==> src/rtl/acpi_pkg.sv <==
// Shared constants and FSM state encoding for the ACPI demosaic blocks.
package acpi_pkg;
   localparam int ADDRESS = 14;
   localparam int IMG_W   = 128;
   localparam int WIN     = 5;
   localparam int BORDER  = WIN / 2;

   typedef enum logic [1:0] {
      ST_IDLE = 2'd0,
      ST_FILL = 2'd1,
      ST_WAIT = 2'd2,
      ST_DONE = 2'd3
   } state_t;
endpackage

==> src/rtl/acpi_addr_gen.sv <==
// Window position counters; forms the Bayer read address and the window centre address.
module acpi_addr_gen #(
   parameter int ADDRESS = acpi_pkg::ADDRESS,
   parameter int IMG_W   = acpi_pkg::IMG_W,
   parameter int WIN     = acpi_pkg::WIN
) (
   input  logic               clk,
   input  logic               rst,
   input  logic               frame_start,
   input  logic               row_start,
   input  logic               col_step,
   input  logic               acc,
   input  logic               col_adv,
   output logic [ADDRESS-1:0] bayer_addr,
   output logic [ADDRESS-1:0] center_addr,
   output logic [2:0]         fet_row,
   output logic               last_col,
   output logic               last_row
);
   import acpi_pkg::*;

   localparam int LW   = $clog2(IMG_W);
   localparam int BRD  = WIN / 2;
   localparam int LAST = IMG_W - 1 - BRD;

   // top_row is the frame row of window row 0, so reset state yields address 0
   logic [LW-1:0] top_row;
   logic [LW-1:0] cen_col;
   logic [LW-1:0] fet_col;

   always_ff @(posedge clk or posedge rst) begin
      if (rst) begin
         top_row <= '0;
         cen_col <= LW'(BRD);
         fet_col <= '0;
         fet_row <= '0;
      end else if (frame_start) begin
         top_row <= '0;
         cen_col <= LW'(BRD);
         fet_col <= '0;
         fet_row <= '0;
      end else if (row_start) begin
         if (!last_row) top_row <= top_row + 1'b1;
         cen_col <= LW'(BRD);
         fet_col <= '0;
         fet_row <= '0;
      end else if (col_step) begin
         if (!last_col) begin
            cen_col <= cen_col + 1'b1;
            fet_col <= fet_col + 1'b1;
         end
         fet_row <= '0;
      end else if (acc) begin
         if (fet_row == 3'(WIN - 1)) begin
            fet_row <= '0;
            if (col_adv) fet_col <= fet_col + 1'b1;
         end else begin
            fet_row <= fet_row + 3'd1;
         end
      end
   end

   assign bayer_addr  = {top_row + LW'(fet_row), fet_col};
   assign center_addr = {top_row + LW'(BRD), cen_col};
   assign last_col    = (cen_col == LW'(LAST));
   assign last_row    = (top_row == LW'(IMG_W - WIN));
endmodule

==> src/rtl/acpi_scan_ctrl.sv <==
// Scan sequencer: walks the 5x5 window over the frame, issues column-ordered reads
// and hands complete windows to the demosaic datapath.
//   state   | meaning
//   ST_IDLE | waiting for start after reset
//   ST_FILL | fetching 1 or 5 window columns, draining the last pixel
//   ST_WAIT | window complete, win_valid high until win_ack
//   ST_DONE | frame finished, finish high until next start
module acpi_scan_ctrl #(
   parameter int ADDRESS = acpi_pkg::ADDRESS,
   parameter int IMG_W   = acpi_pkg::IMG_W,
   parameter int WIN     = acpi_pkg::WIN
) (
   input  logic               clk,
   input  logic               rst,
   input  logic               start,
   output logic [ADDRESS-1:0] bayer_addr,
   output logic               bayer_req,
   input  logic               bayer_ready,
   output logic               pix_we,
   output logic [2:0]         pix_row,
   output logic               col_first,
   output logic               win_valid,
   input  logic               win_ack,
   output logic [ADDRESS-1:0] center_addr,
   output logic               finish
);
   import acpi_pkg::*;

   state_t             state;
   logic [2:0]         cols_left;
   logic               issued;
   logic [2:0]         fet_row;
   logic               last_col, last_row;
   logic [ADDRESS-1:0] center_raw;
   logic               accept, col_end, col_adv, last_accept;
   logic               ack, frame_start, row_start, col_step;

   assign bayer_req   = (state == ST_FILL) && !issued;
   assign accept      = bayer_req && bayer_ready;
   assign col_end     = accept && (fet_row == 3'(WIN - 1));
   assign col_adv     = col_end && (cols_left != 3'd1);
   assign last_accept = col_end && (cols_left == 3'd1);
   assign ack         = (state == ST_WAIT) && win_ack;
   assign frame_start = start && ((state == ST_IDLE) || (state == ST_DONE));
   assign row_start   = ack && last_col && !last_row;
   assign col_step    = ack && !last_col;

   always_ff @(posedge clk or posedge rst) begin
      if (rst) begin
         state     <= ST_IDLE;
         cols_left <= '0;
         issued    <= 1'b0;
         pix_we    <= 1'b0;
         pix_row   <= '0;
         col_first <= 1'b0;
      end else begin
         pix_we    <= accept;
         col_first <= accept && (cols_left == 3'(WIN));
         if (accept) pix_row <= fet_row;
         case (state)
            ST_IDLE, ST_DONE: begin
               if (start) begin
                  state     <= ST_FILL;
                  cols_left <= 3'(WIN);
                  issued    <= 1'b0;
               end
            end
            ST_FILL: begin
               if (col_adv) cols_left <= cols_left - 3'd1;
               if (last_accept) issued <= 1'b1;
               // leave only once the final pixel has been presented
               if (issued && pix_we) state <= ST_WAIT;
            end
            ST_WAIT: begin
               if (win_ack) begin
                  issued <= 1'b0;
                  if (!last_col) begin
                     state     <= ST_FILL;
                     cols_left <= 3'd1;
                  end else if (!last_row) begin
                     state     <= ST_FILL;
                     cols_left <= 3'(WIN);
                  end else begin
                     state <= ST_DONE;
                  end
               end
            end
            default: state <= ST_IDLE;
         endcase
      end
   end

   assign win_valid   = (state == ST_WAIT);
   assign finish      = (state == ST_DONE);
   assign center_addr = win_valid ? center_raw : '0;

   acpi_addr_gen #(
      .ADDRESS (ADDRESS),
      .IMG_W   (IMG_W),
      .WIN     (WIN)
   ) u_addr_gen (
      .clk         (clk),
      .rst         (rst),
      .frame_start (frame_start),
      .row_start   (row_start),
      .col_step    (col_step),
      .acc         (accept),
      .col_adv     (col_adv),
      .bayer_addr  (bayer_addr),
      .center_addr (center_raw),
      .fet_row     (fet_row),
      .last_col    (last_col),
      .last_row    (last_row)
   );
endmodule

==> config.mk <==
export PLATFORM = sky130hd
export DESIGN_NAME = acpi_scan_ctrl
export DESIGN_NICKNAME = d
export VERILOG_FILES = /design/src/rtl/acpi_pkg.sv /design/src/rtl/acpi_addr_gen.sv /design/src/rtl/acpi_scan_ctrl.sv
export SDC_FILE = /design/constraint.sdc
export NUM_CORES = 1
export LEC_CHECK = 0
export ABC_AREA = 1
export CAP_MARGIN = 20
export CORE_MARGIN = 8
export CORE_UTILIZATION = 49
export DETAILED_ROUTE_END_ITERATION = 10
export PLACE_DENSITY = 0.74
export SYNTH_ARGS = -nofsm -noshare
export SYNTH_HDL_FRONTEND = slang
export SYNTH_SLANG_ARGS = --single-unit
==> constraint.sdc <==
create_clock -name clk -period 1.8 [get_ports clk]
set_input_delay 0.27 -clock clk [delete_from_list [all_inputs] [get_ports clk]]
set_output_delay 0.27 -clock clk [all_outputs]
set_load 0.02 [all_outputs]
# Word-level counts from Yosys, hierarchy flattened
# Cells that the tools add are included.
[word_totals]
regBits = 35
output_inout_bits = 36
word_cells = 100
[op_classes]
n_addsub = 7
eq_ne = 18
n_mux = 36
reduce_logical = 29
[op_table]
columns = ["cell", "n"]
rows = [
  ["7-bit 2-to-1 mux", 14],
  ["3-bit 2-to-1 mux", 10],
  ["7-bit by 1-bit adder with 7-bit output, second input constant", 3],
  ["7-bit == test, second input constant", 2],
  ["14-bit 2-to-1 mux", 1],
  ["1-bit logical AND", 12],
  ["4-bit nonzero test", 3],
  ["2-bit 2-to-1 mux", 5],
  ["3-bit case mux with 3 select lines", 1],
  ["4-bit AND reduction", 2],
  ["7-bit by 2-bit adder with 7-bit output, second input constant", 1],
  ["7-bit by 3-bit adder with 7-bit output", 1],
  ["3-bit == test, second input constant", 2],
  ["2-bit by 1-bit != test with 1-bit output, second input constant", 3],
  ["2-bit != test, second input constant", 3],
  ["3-bit by 1-bit != test with 1-bit output, second input constant", 2],
  ["2-bit case mux with 3 select lines", 1],
  ["3-bit AND reduction", 2],
  ["2-bit == test, second input constant", 2],
  ["4-bit != test, second input constant", 1],
  ["2-bit AND reduction", 2],
  ["3-bit by 1-bit adder with 3-bit output, second input constant", 1],
  ["3-bit by 1-bit == test with 1-bit output, second input constant", 1],
  ["1-bit zero test", 3],
  ["10 further kinds", 12],
]

# Logic depth before layout (Yosys ltp)
# Gate-level depths: netlist of the first run.
[logic_depth]
depth_word = 11
ltp_mapped = 11

# Hierarchy
# From an unflattened synthesis of the first run, not the netlist that was laid out.
[unflattened]
hier_cells = 354
hier_area_um2 = 2476.1
[by_module_without_submodules]
columns = ["mod", "n_inst", "cells_per_inst", "area_per_inst_um2", "seq_area_each_um2"]
rows = [
  ["acpi_addr_gen", 1, 239, 1719.1, 601.8],
  ["acpi_scan_ctrl", 1, 115, 757.0, 275.3],
]

# Worst setup path before layout of the first run
# Ideal clock, no wire load.
[synth_timing]
path_kind = "register to output"
start = "reg u_addr_gen.top_row[0]"
end = "out bayer_addr[13]"
arrival_ns = 1.732
required_time_ns = 1.530
slack_ns = -0.202
stages_incl_launch_ff = 7
n_path_buf = 0
cell_sequence = "dfrtp_1 ha_1 inv_1 fa_1 o22ai_1 nand2_1 xor2_1"
[synth_between]
elab_chain_cells = 1
[synth_lines]
columns = ["item", "line", "rtl"]
rows = [
  ["start, declared", "acpi_addr_gen.sv:27", "logic [LW-1:0] top_row;"],
  ["start signal, assigned", "acpi_addr_gen.sv:43", "if (!last_row) top_row <= top_row + 1'b1;"],
  ["7-bit by 3-bit adder with 7-bit output", "acpi_addr_gen.sv:63", "assign bayer_addr = {top_row + LW'(fet_row), fet_col};"],
  ["end, declared", "acpi_scan_ctrl.sv:16", "output logic [ADDRESS-1:0] bayer_addr,"],
]
# No other way between the ends.

# Worst setup path after layout of the first run
[layout_timing]
start = "reg u_addr_gen.fet_row[0]"
end = "out bayer_addr[11]"
[layout_between]
elab_chain_cells = 1
[layout_lines]
columns = ["item", "line", "rtl"]
rows = [
  ["start, declared", "acpi_addr_gen.sv:16", "output logic [2:0] fet_row,"],
  ["start signal, assigned", "acpi_addr_gen.sv:58", "fet_row <= fet_row + 3'd1;"],
  ["7-bit by 3-bit adder with 7-bit output", "acpi_addr_gen.sv:63", ""],
]
# No other way between the ends.

==> flow_summary.toml, run 1 <==
[clock_network]
worstSkewPairLatency_ps = 300
clock_path_buffers = 2
clkSlewWorstSetupHoldPaths_ps = 80
cts_buffers = 5
cts_sinks = 35
htree_levels = 2
cts_root_buf = "clkbuf_8"
cts_tree = "done"

[worst_setup_path]
crit_required_ps = 1530
crit_path_top_delay_cell = "dfrtp_1"
critical_path.top_delay_family = "adder cells"
critPathMaxStageDelay_ps = 400
rrSetupSlack_ps = 40
startpoint_type = "register"
crit_path_max_fanout = 2
critPathArrivalTime_ps = 1780
worstSetupEndpointType = "primary output"
critPathBufInv = 3
crit_type = "register to primary output"
path_cells = "ha_4, inv_2, fa_2, o22ai_4, buf_6, xor2_2, buf_6"
cp_common_cell = "buf_6"

[cells_and_area]
final_area_um2 = 3620
area_delta_synth_final_pct = 45.1
nets = 457
postLayoutCoreUtil = 0.722
n_fill_cell = 388
seq_area_um2 = 878
multi_input_area_um2 = 1580
diodes = 0
drive_above_1_share = 0.320

[yosys]
yosys_warnings = 0
syn_nets = 369
syn_avg_cell_area_um2 = 7.17
netlist_area_um2 = 2490
syn-instance-count = 348
yosysTopAreaCellShare = 0.341
synth.area.top_cells = "dfrtp_1, nand2_1, ha_1"
yosysTopAreaCell = "dfrtp_1"
ys_seq_area_frac = 0.352
yosysUniqueCellTypes = 33
ys_seq_elements = 35

[drt]
ant_nets = 0
drt_drc_violations_left = 0
met2_length_um = 3610
via_per_inst = 5.04
dr.max_layer_used = "met4"
met3_length_um = 291
first_pass_iters = 4
met1_length_um = 3080
routedWlPerCell_um = 14.0
drtIter0Drc = 134
vias = 2556
drt-total-wl_um = 7120

[sta]
worst_pin_slew_ps = 454
rsz0062_at_grt = "yes"
hold_violations = 0
min_period_over_period = 1.14
fin_ws_ps = -254
tns_ps = -901
slew-limit-headroom = 0.697
slew_violations = 0
period_needed_ps = 2050
worst_clock_skew_ps = 12.2
fmax_mhz = 487
setup_viol = 7

[floorplanning]
die_h_um = 87.3
initial_core_util = 0.498
die-area_um2 = 7630
die_x_um = 87.3
row_count = 26
core_um2 = 5010
ios = 41

[global_routing]
grt_pass1_wl_um = 11000
grt_pass1_vias = 2375
antenna_found_initial = 0
gr-total-overflow = 0
grt_max_degree = 36
grt_usage = 0.183

[pwr]
power_density_nw_per_um2 = 1090
vdd_drop_max_mv = 0.868
finalPower_w = 0.00393
p_leak_nw = 1.85

[status]
status = "complete, but fails checks"
violations = "setup timing"

[run]
drv_cap = 0

[placed_design]
gp_congestion = 0.833
portBuffers = 40
place_ws_ps = -440
hpwlAfterDp_um = 4870
dpl_cell_area_um2 = 3280

[hold_path]
hp-class = "primary input to async pin"
[flip-flops by register name, indices dropped and copies added, names as in the netlist]
| register | count |
|---|---|
| u_addr_gen.fet_row | 3 |
| pix_we | 1 |
| u_addr_gen.top_row | 7 |
| u_addr_gen.cen_col | 7 |
| issued | 1 |
| u_addr_gen.fet_col | 7 |
| cols_left | 3 |
| pix_row | 3 |
| state | 2 |
| col_first | 1 |
[worst paths after layout]
path                                        from                    end  cells past startpoint
setup / recovery           u_addr_gen.fet_row[0]         bayer_addr[11]                      7
hold / removal                               rst  u_addr_gen.cen_col[0]                      3
hold reg to reg                       pix_row[0]             pix_row[0]                      2
min in group clk                      pix_row[0]             pix_row[0]                      2
max in group asynchronous                    rst  u_addr_gen.top_row[0]                      3
setup reg to reg           u_addr_gen.top_row[1]  u_addr_gen.fet_row[2]                     11
[worst min-delay path, stage by stage]
cell	delay [ps]
clkdlybuf4s50_1	390
inv_1	50
buf_4	390
[per-stage QoR]
stage | std cells | hold slack, ps
finish | 507 | 374
global route | 507 | 432
CTS | 503 | 388
detailed placement | 493 | 475
global placement | 493 | 470
floorplan | 348 | 423
[report_power, final]
| part | internal, W | leakage (nW) | switching [W] |
|---|---|---|---|
| clock | 0.000314 | 0.0484 | 0.000306 |
| sequential | 0.000969 | 0.467 | 0.000162 |
| combinational | 0.000904 | 1.34 | 0.00128 |
| total | 0.00219 | 1.85 | 0.00175 |
[layout by cell type, fill, tap and decap left out, types with 7 or more instances in the layout]
cell type	count
nand2_1	78
buf_4	47
inv_1	44
nand3_1	34
dfrtp_1	33
nor2_1	31
clkdlybuf4s50_1	16
nand2_2	15
o21ai_1	11
nand4_1	10
buf_6	10
xor2_1	8
ha_1	8
nor2_2	7
inv_2	7
o21ai_0	7
[layout make-up]
class | instances | share of cell area
multi-input combinational | 251 | 0.436
sequential | 35 | 0.243
timing repair buffer | 90 | 0.214
inverter | 53 | 0.0564
tap | 70 | 0.0242
clock buffer | 7 | 0.0239
clock inverter | 1 | 0.00242
[cell families after synthesis]
logic type / share of synthesized area
AND/OR/NAND/NOR: 0.351
adder cells (fa/ha/maj): 0.0833
flip-flops: 0.352
AO/OA/AOI/OAI: 0.0687
XOR/XNOR: 0.0421
buffers and inverters: 0.103
[cell usage after synthesis, drive strengths merged]
library cell	instances
o21ai	19
clkbuf	3
nand2	96
fa	1
a211oi	1
dfstp	1
o21bai	2
inv	53
dfrtp	34
a21oi	8
o22ai	1
xnor2	2
ha	15
nand4	10
nor2	42
nand3	39
buf	6
or2	3
nor3	2
xor2	10
[repair_timing]
action / CTS / global route
buffers inserted: 2 / 7
endpoints found under the hold margin: 0 / 0
setup endpoints to repair: 32 / 42
pin swaps: 6 / 9
resized for setup: 105 / 48
hold buffers: 0 / 0
[layer usage]
layer	global-route usage	vias to the layer above
met2	0.320	59
met5	0	-
met3	0.0481	18
met1	0.213	1206
li1	-	1273
met4	0.0531	0
No activity file was read; power rests on OpenSTA's default activity.
==> run 2, diff against run 1 <==
Settings changed: CORE_UTILIZATION 49 to 54, DONT_BUFFER_PORTS set to 1, PLACE_DENSITY 0.74 to 0.69.
==> flow_summary.toml, run 2 (synthesized netlist as in run 1, its figures left out) <==
[clock_network]
cts_sinks = 35
cts_tree = "done"
cts_buffers = 5
cts_root_buf = "clkbuf_8"
clock_path_buffers = 2
worstSkewPairLatency_ps = 300
clkSlewWorstSetupHoldPaths_ps = 80
htree_levels = 2

[cells_and_area]
layout_commonest_cell = "nand2_1"
diodes = 0
drive_above_1_share = 0.275
n_fill_cell = 342
layout_common_cells = "nand2_1, inv_1, nand3_1, buf_4"
reg_top3 = "u_addr_gen.cen_col x7, u_addr_gen.fet_col x7, u_addr_gen.top_row x7"
multi_input_area_um2 = 1570
seq_area_um2 = 882
postLayoutCoreUtil = 0.718
area_delta_synth_final_pct = 27.1
nets = 406

[sta]
min_period_over_period = 1.12
slew_violations = 0
fmax_mhz = 494
worst_clock_skew_ps = 10.5
slew-limit-headroom = 0.696
setup_viol = 5
worst_pin_slew_ps = 456
fin_ws_ps = -225
period_needed_ps = 2020
hold_violations = 0
rsz0062_at_grt = "yes"
tns_ps = -814

[drt]
routedWlPerCell_um = 14.9
first_pass_iters = 5
drtIter0Drc = 117
vias = 2366
met3_length_um = 433
via_per_inst = 5.40
ant_nets = 0
dr.max_layer_used = "met4"
drt-total-wl_um = 6510
met2_length_um = 3180
met1_length_um = 2760
drt_drc_violations_left = 0

[status]
status = "complete, but fails checks"
violations = "setup timing"

[global_routing]
grt_usage = 0.176
grt_pass1_wl_um = 10400
grt_max_degree = 36
gr-total-overflow = 0
grt_pass1_vias = 2280
antenna_found_initial = 0

[placed_design]
hpwlAfterDp_um = 4430
portBuffers = 0
gp_congestion = 0.831
place_ws_ps = 12.9

[worst_setup_path]
crit_type = "register to primary output"
critPathArrivalTime_ps = 1750
startpoint_type = "register"
rrSetupSlack_ps = 100
crit_required_ps = 1530
crit_path_max_fanout = 2
worstSetupEndpointType = "primary output"

[pwr]
swShare = 0.420
power_density_nw_per_um2 = 1180
combPwrFrac = 0.447
vdd_drop_max_mv = 1.04
p_clk_frac = 0.234
p_int_w = 0.00216
p_leak_nw = 1.64
p_switching_w = 0.00157
finalPower_w = 0.00373
seqPwrFrac = 0.319

[floorplanning]
row_count = 24
die-area_um2 = 7050
core_um2 = 4410
initial_core_util = 0.565
die_h_um = 84.0
die_x_um = 84.0
ios = 41

[hold_path]
hp-class = "primary input to register"

[run]
drv_cap = 0
## run 2: worst paths after layout
kind / from / end / cells past startpoint
max in group asynchronous: rst / u_addr_gen.cen_col[1] / 3
min in group asynchronous: rst / u_addr_gen.top_row[5] / 3
hold reg to reg: cols_left[1] / cols_left[1] / 2
setup / recovery: u_addr_gen.fet_row[0] / bayer_addr[11] / 6
setup reg to reg: state[0] / u_addr_gen.cen_col[1] / 11
hold / removal: start / u_addr_gen.top_row[0] / 3
## run 2: worst max-delay path: stages (launching register included)
cell	delay (ps)
dfrtp_1	360
ha_2	200
inv_2	40
fa_2	370
o22ai_4	140
buf_6	140
xor2_4	210
## run 2: stage by stage
stage | instances | hold slack (ps) | cell area (µm²)
after floorplan | 348 | 423 | 2520
after global placement | 417 | 299 | 2720
after detailed placement | 417 | 304 | 2720
after CTS | 430 | 291 | 2970
after global routing | 438 | 324 | 3170
final | 438 | 299 | 3170
## run 2: power groups by stage
stage	sequential, W	combinational [W]	clock [W]
5_1_grt	0.00122	0.00187	0.000910
6_report	0.00119	0.00167	0.000871
2_1_floorplan	0.00121	0.00105	0
3_3_place_gp	0.00120	0.00148	0
3_5_place_dp	0.00120	0.00150	0
4_1_cts	0.00119	0.00156	0.000881
## run 2: layout make-up
type / count / area share
repair buffers: 39 / 0.101
flip-flops and latches: 35 / 0.278
multi-input cells: 251 / 0.494
clock buffers: 5 / 0.0217
well taps: 52 / 0.0205
inverters: 53 / 0.0628
clock inverters: 3 / 0.0213
## run 2: repair_timing
action | 4_1_cts | 5_1_grt
buffers inserted | 4 | 8
setup endpoints to repair | 10 | 22
gates cloned | 0 | 0
pin swaps | 5 | 4
hold buffers | 1 | 0
gates resized for setup | 19 | 31
endpoints found under the hold margin | 34 | 0
## run 2: routing by layer
metal	global-route usage	up-vias
met5	0	-
met4	0.0769	0
met3	0.0518	15
met2	0.285	73
met1	0.211	1105
li1	-	1173
==> run 3, diff against run 2 <==
Settings changed: ABC_AREA 1 to 0, CAP_MARGIN 20 to not set.
==> flow_summary.toml, run 3 <==
[clock_network]
cts_tree = "done"
htree_levels = 2
cts_buffers = 5
clkSlewWorstSetupHoldPaths_ps = 90
worstSkewPairLatency_ps = 300
cts_sinks = 35
clock_path_buffers = 2
cts_root_buf = "clkbuf_8"

[placed_design]
dp.cells = 357
hpwlAfterDp_um = 4400
portBuffers = 0
place_ws_ps = -295
gp_congestion = 0.806

[drt]
routedWlPerCell_um = 22.8
first_pass_iters = 5
ant_nets = 0
drt_drc_violations_left = 0
via_per_inst = 6.37
drtIter0Drc = 238
vias = 2503
drt-total-wl_um = 8940

[yosys]
synth_edf_count = 0
netlist_area_um2 = 2190
yosysMostFrequentCell = "dfrtp_1"
yosysTopAreaCellShare = 0.389
ys_seq_area_frac = 0.401
syn-instance-count = 245
yosys_warnings = 0
syn_nets = 266
synthXorXnorAreaFrac = 0.0600
yosys-top-cells-count = "dfrtp_1, nand2_1, nor2_1, a21oi_1, inv_1"
synth-compound-area-share = 0.149
synthArstFlopShare = 1.00
synthAdderAreaFrac = 0.0949
ys_seq_elements = 35
syn_avg_cell_area_um2 = 8.94
muxShareOfSynthArea = 0
synth_top_family_by_area = "simple AND/OR/NAND/NOR gates"
yosysUniqueCellTypes = 44
yosysTopAreaCell = "dfrtp_1"
synthFlopType = "dfrtp_1"
yosys.area_share.simple = 0.245
synth.area.top_cells = "dfrtp_1, ha_1, nand2_1"

[pwr]
p_leak_nw = 1.64
finalPower_w = 0.00437
vdd_drop_max_mv = 0.791
seqPwrFrac = 0.273
swShare = 0.441
combPwrFrac = 0.588
p_switching_w = 0.00193
p_int_w = 0.00244
p_clk_frac = 0.139
power_density_nw_per_um2 = 1230

[sta]
rsz0062_at_grt = "yes"
period_needed_ps = 2290
whs_ps = 439
tns_ps = -10110
slew_violations = 0
hold_violations = 0
setup_viol = 46
min_period_over_period = 1.27
fmax_mhz = 437
worst_clock_skew_ps = 20.2
fin_ws_ps = -490
slew-limit-headroom = 0.623
worst_pin_slew_ps = 565

[cells_and_area]
area_delta_synth_final_pct = 62.2
reg_top3 = "u_addr_gen.cen_col x7, u_addr_gen.fet_col x7, u_addr_gen.top_row x7"
nets = 364
diodes = 0
layout_common_cells = "buf_4, dfrtp_1, buf_6, nand2_1, a21oi_2"
seq_area_um2 = 877
multi_input_area_um2 = 1590
n_fill_cell = 156
layout_commonest_cell = "buf_4"
layout.cells.non_filler = 393
drive_above_1_share = 0.534

[floorplanning]
die_h_um = 79.7
initial_core_util = 0.555
core_um2 = 3940
row_count = 23
die-area_um2 = 6350
ios = 41
die_x_um = 79.7

[worst_setup_path]
crit_path_top_delay_cell = "fa_2"
critPathMaxStageDelay_ps = 400
worstSetupEndpointType = "primary output"
crit_required_ps = 1530
crit_type = "register to primary output"
startpoint_type = "register"
critical_path.top_delay_family = "adder cells"
critPathBufInv = 2
crit_path_max_fanout = 2
critPathArrivalTime_ps = 2020
path_cells = "inv_1, buf_4, fa_2, nor2b_2, o21ai_2, nor2_2, xor2_2"

[global_routing]
grt_pass1_vias = 2249
antenna_found_initial = 0
grt_max_degree = 36
grt_usage = 0.213
grt_pass1_wl_um = 10700
gr-total-overflow = 0

[status]
violations = "setup timing"
status = "complete, but fails checks"

[hold_path]
hp-class = "primary input to register"

[run]
drv_cap = 0
==> run 3: changes by cell type after synthesis, sizes merged, moves of 5 or more <==
cell / delta
a21oi: +9
and2: +13
and3: +7
inv: -36
nand2: -69
nand3: -32
nand4: -5
nor2: -21
or3: +7
==> run 3: per-stage QoR <==
stage          area, µm²  utilization
5_1_grt             3550        0.901
6_report            3550        0.901
4_1_cts             3140        0.797
3_3_place_gp        2810        0.712
2_1_floorplan       2270            -
3_5_place_dp        2810        0.712
==> run 3: cells by family after synthesis <==
logic type      Yosys count
xor+xnor                 15
flops                    35
buf+inv                  26
fa+ha+maj                16
simple gates            103
compound gates           50
==> run 3: timing repair <==
action                     CTS  global route
hold buffers                 1             0
hold endpoints to repair    34             0
setup buffers               13            18
gates resized for setup     34            78
setup endpoints to repair   35            44
pin swaps                   18            33
==> run 3: worst paths after layout <==
path | start | endpoint | slack (ps) | depth (start not counted)
setup / recovery | u_addr_gen.fet_row[1] | bayer_addr[13] | -490 | 7
hold / removal | start | u_addr_gen.top_row[0] | 440 | 3
setup reg to reg | u_addr_gen.top_row[0] | u_addr_gen.top_row[6] | -480 | 9
hold reg to reg | cols_left[1] | cols_left[1] | 500 | 2
max in group asynchronous | rst | u_addr_gen.cen_col[1] | 910 | 3
min in group asynchronous | rst | u_addr_gen.top_row[6] | 520 | 3
==> run 3: power groups by stage <==
stage	clock, W	sequential, W	combinational (W)
6_report	0.000609	0.00119	0.00257
5_1_grt	0.000648	0.00121	0.00270
4_1_cts	0.000586	0.00118	0.00198
3_5_place_dp	0	0.00119	0.00169
3_3_place_gp	0	0.00118	0.00164
2_1_floorplan	0	0.00122	0.000977
==> run 3: metal layers <==
metal | share of wire | GRT usage | vias up
met4 | 0.055 | 0.117 | 0
met1 | 0.35 | 0.231 | 1226
met2 | 0.50 | 0.381 | 183
met3 | 0.088 | 0.0360 | 52
li1 | - | - | 1042
met5 | 0 | 0 | -
==> run 3: layout make-up <==
class / instances / area share
clock buffers: 6 / 0.0233
clock inverters: 1 / 0.00141
inverters: 17 / 0.0204
multi-input cells: 184 / 0.449
flip-flops and latches: 35 / 0.247
well taps: 50 / 0.0176
repair buffers: 100 / 0.242
==> run 3: worst register-to-register path: cells and delay by family, from the launching register on <==
family                   cells  cell delay (ps)
XOR/XNOR                     1              160
buffers and inverters        3              500
adder cells (fa/ha/maj)      1              150
AND/OR/NAND/NOR              3              500
flip-flops                   1              410
AO/OA/AOI/OAI                1              470
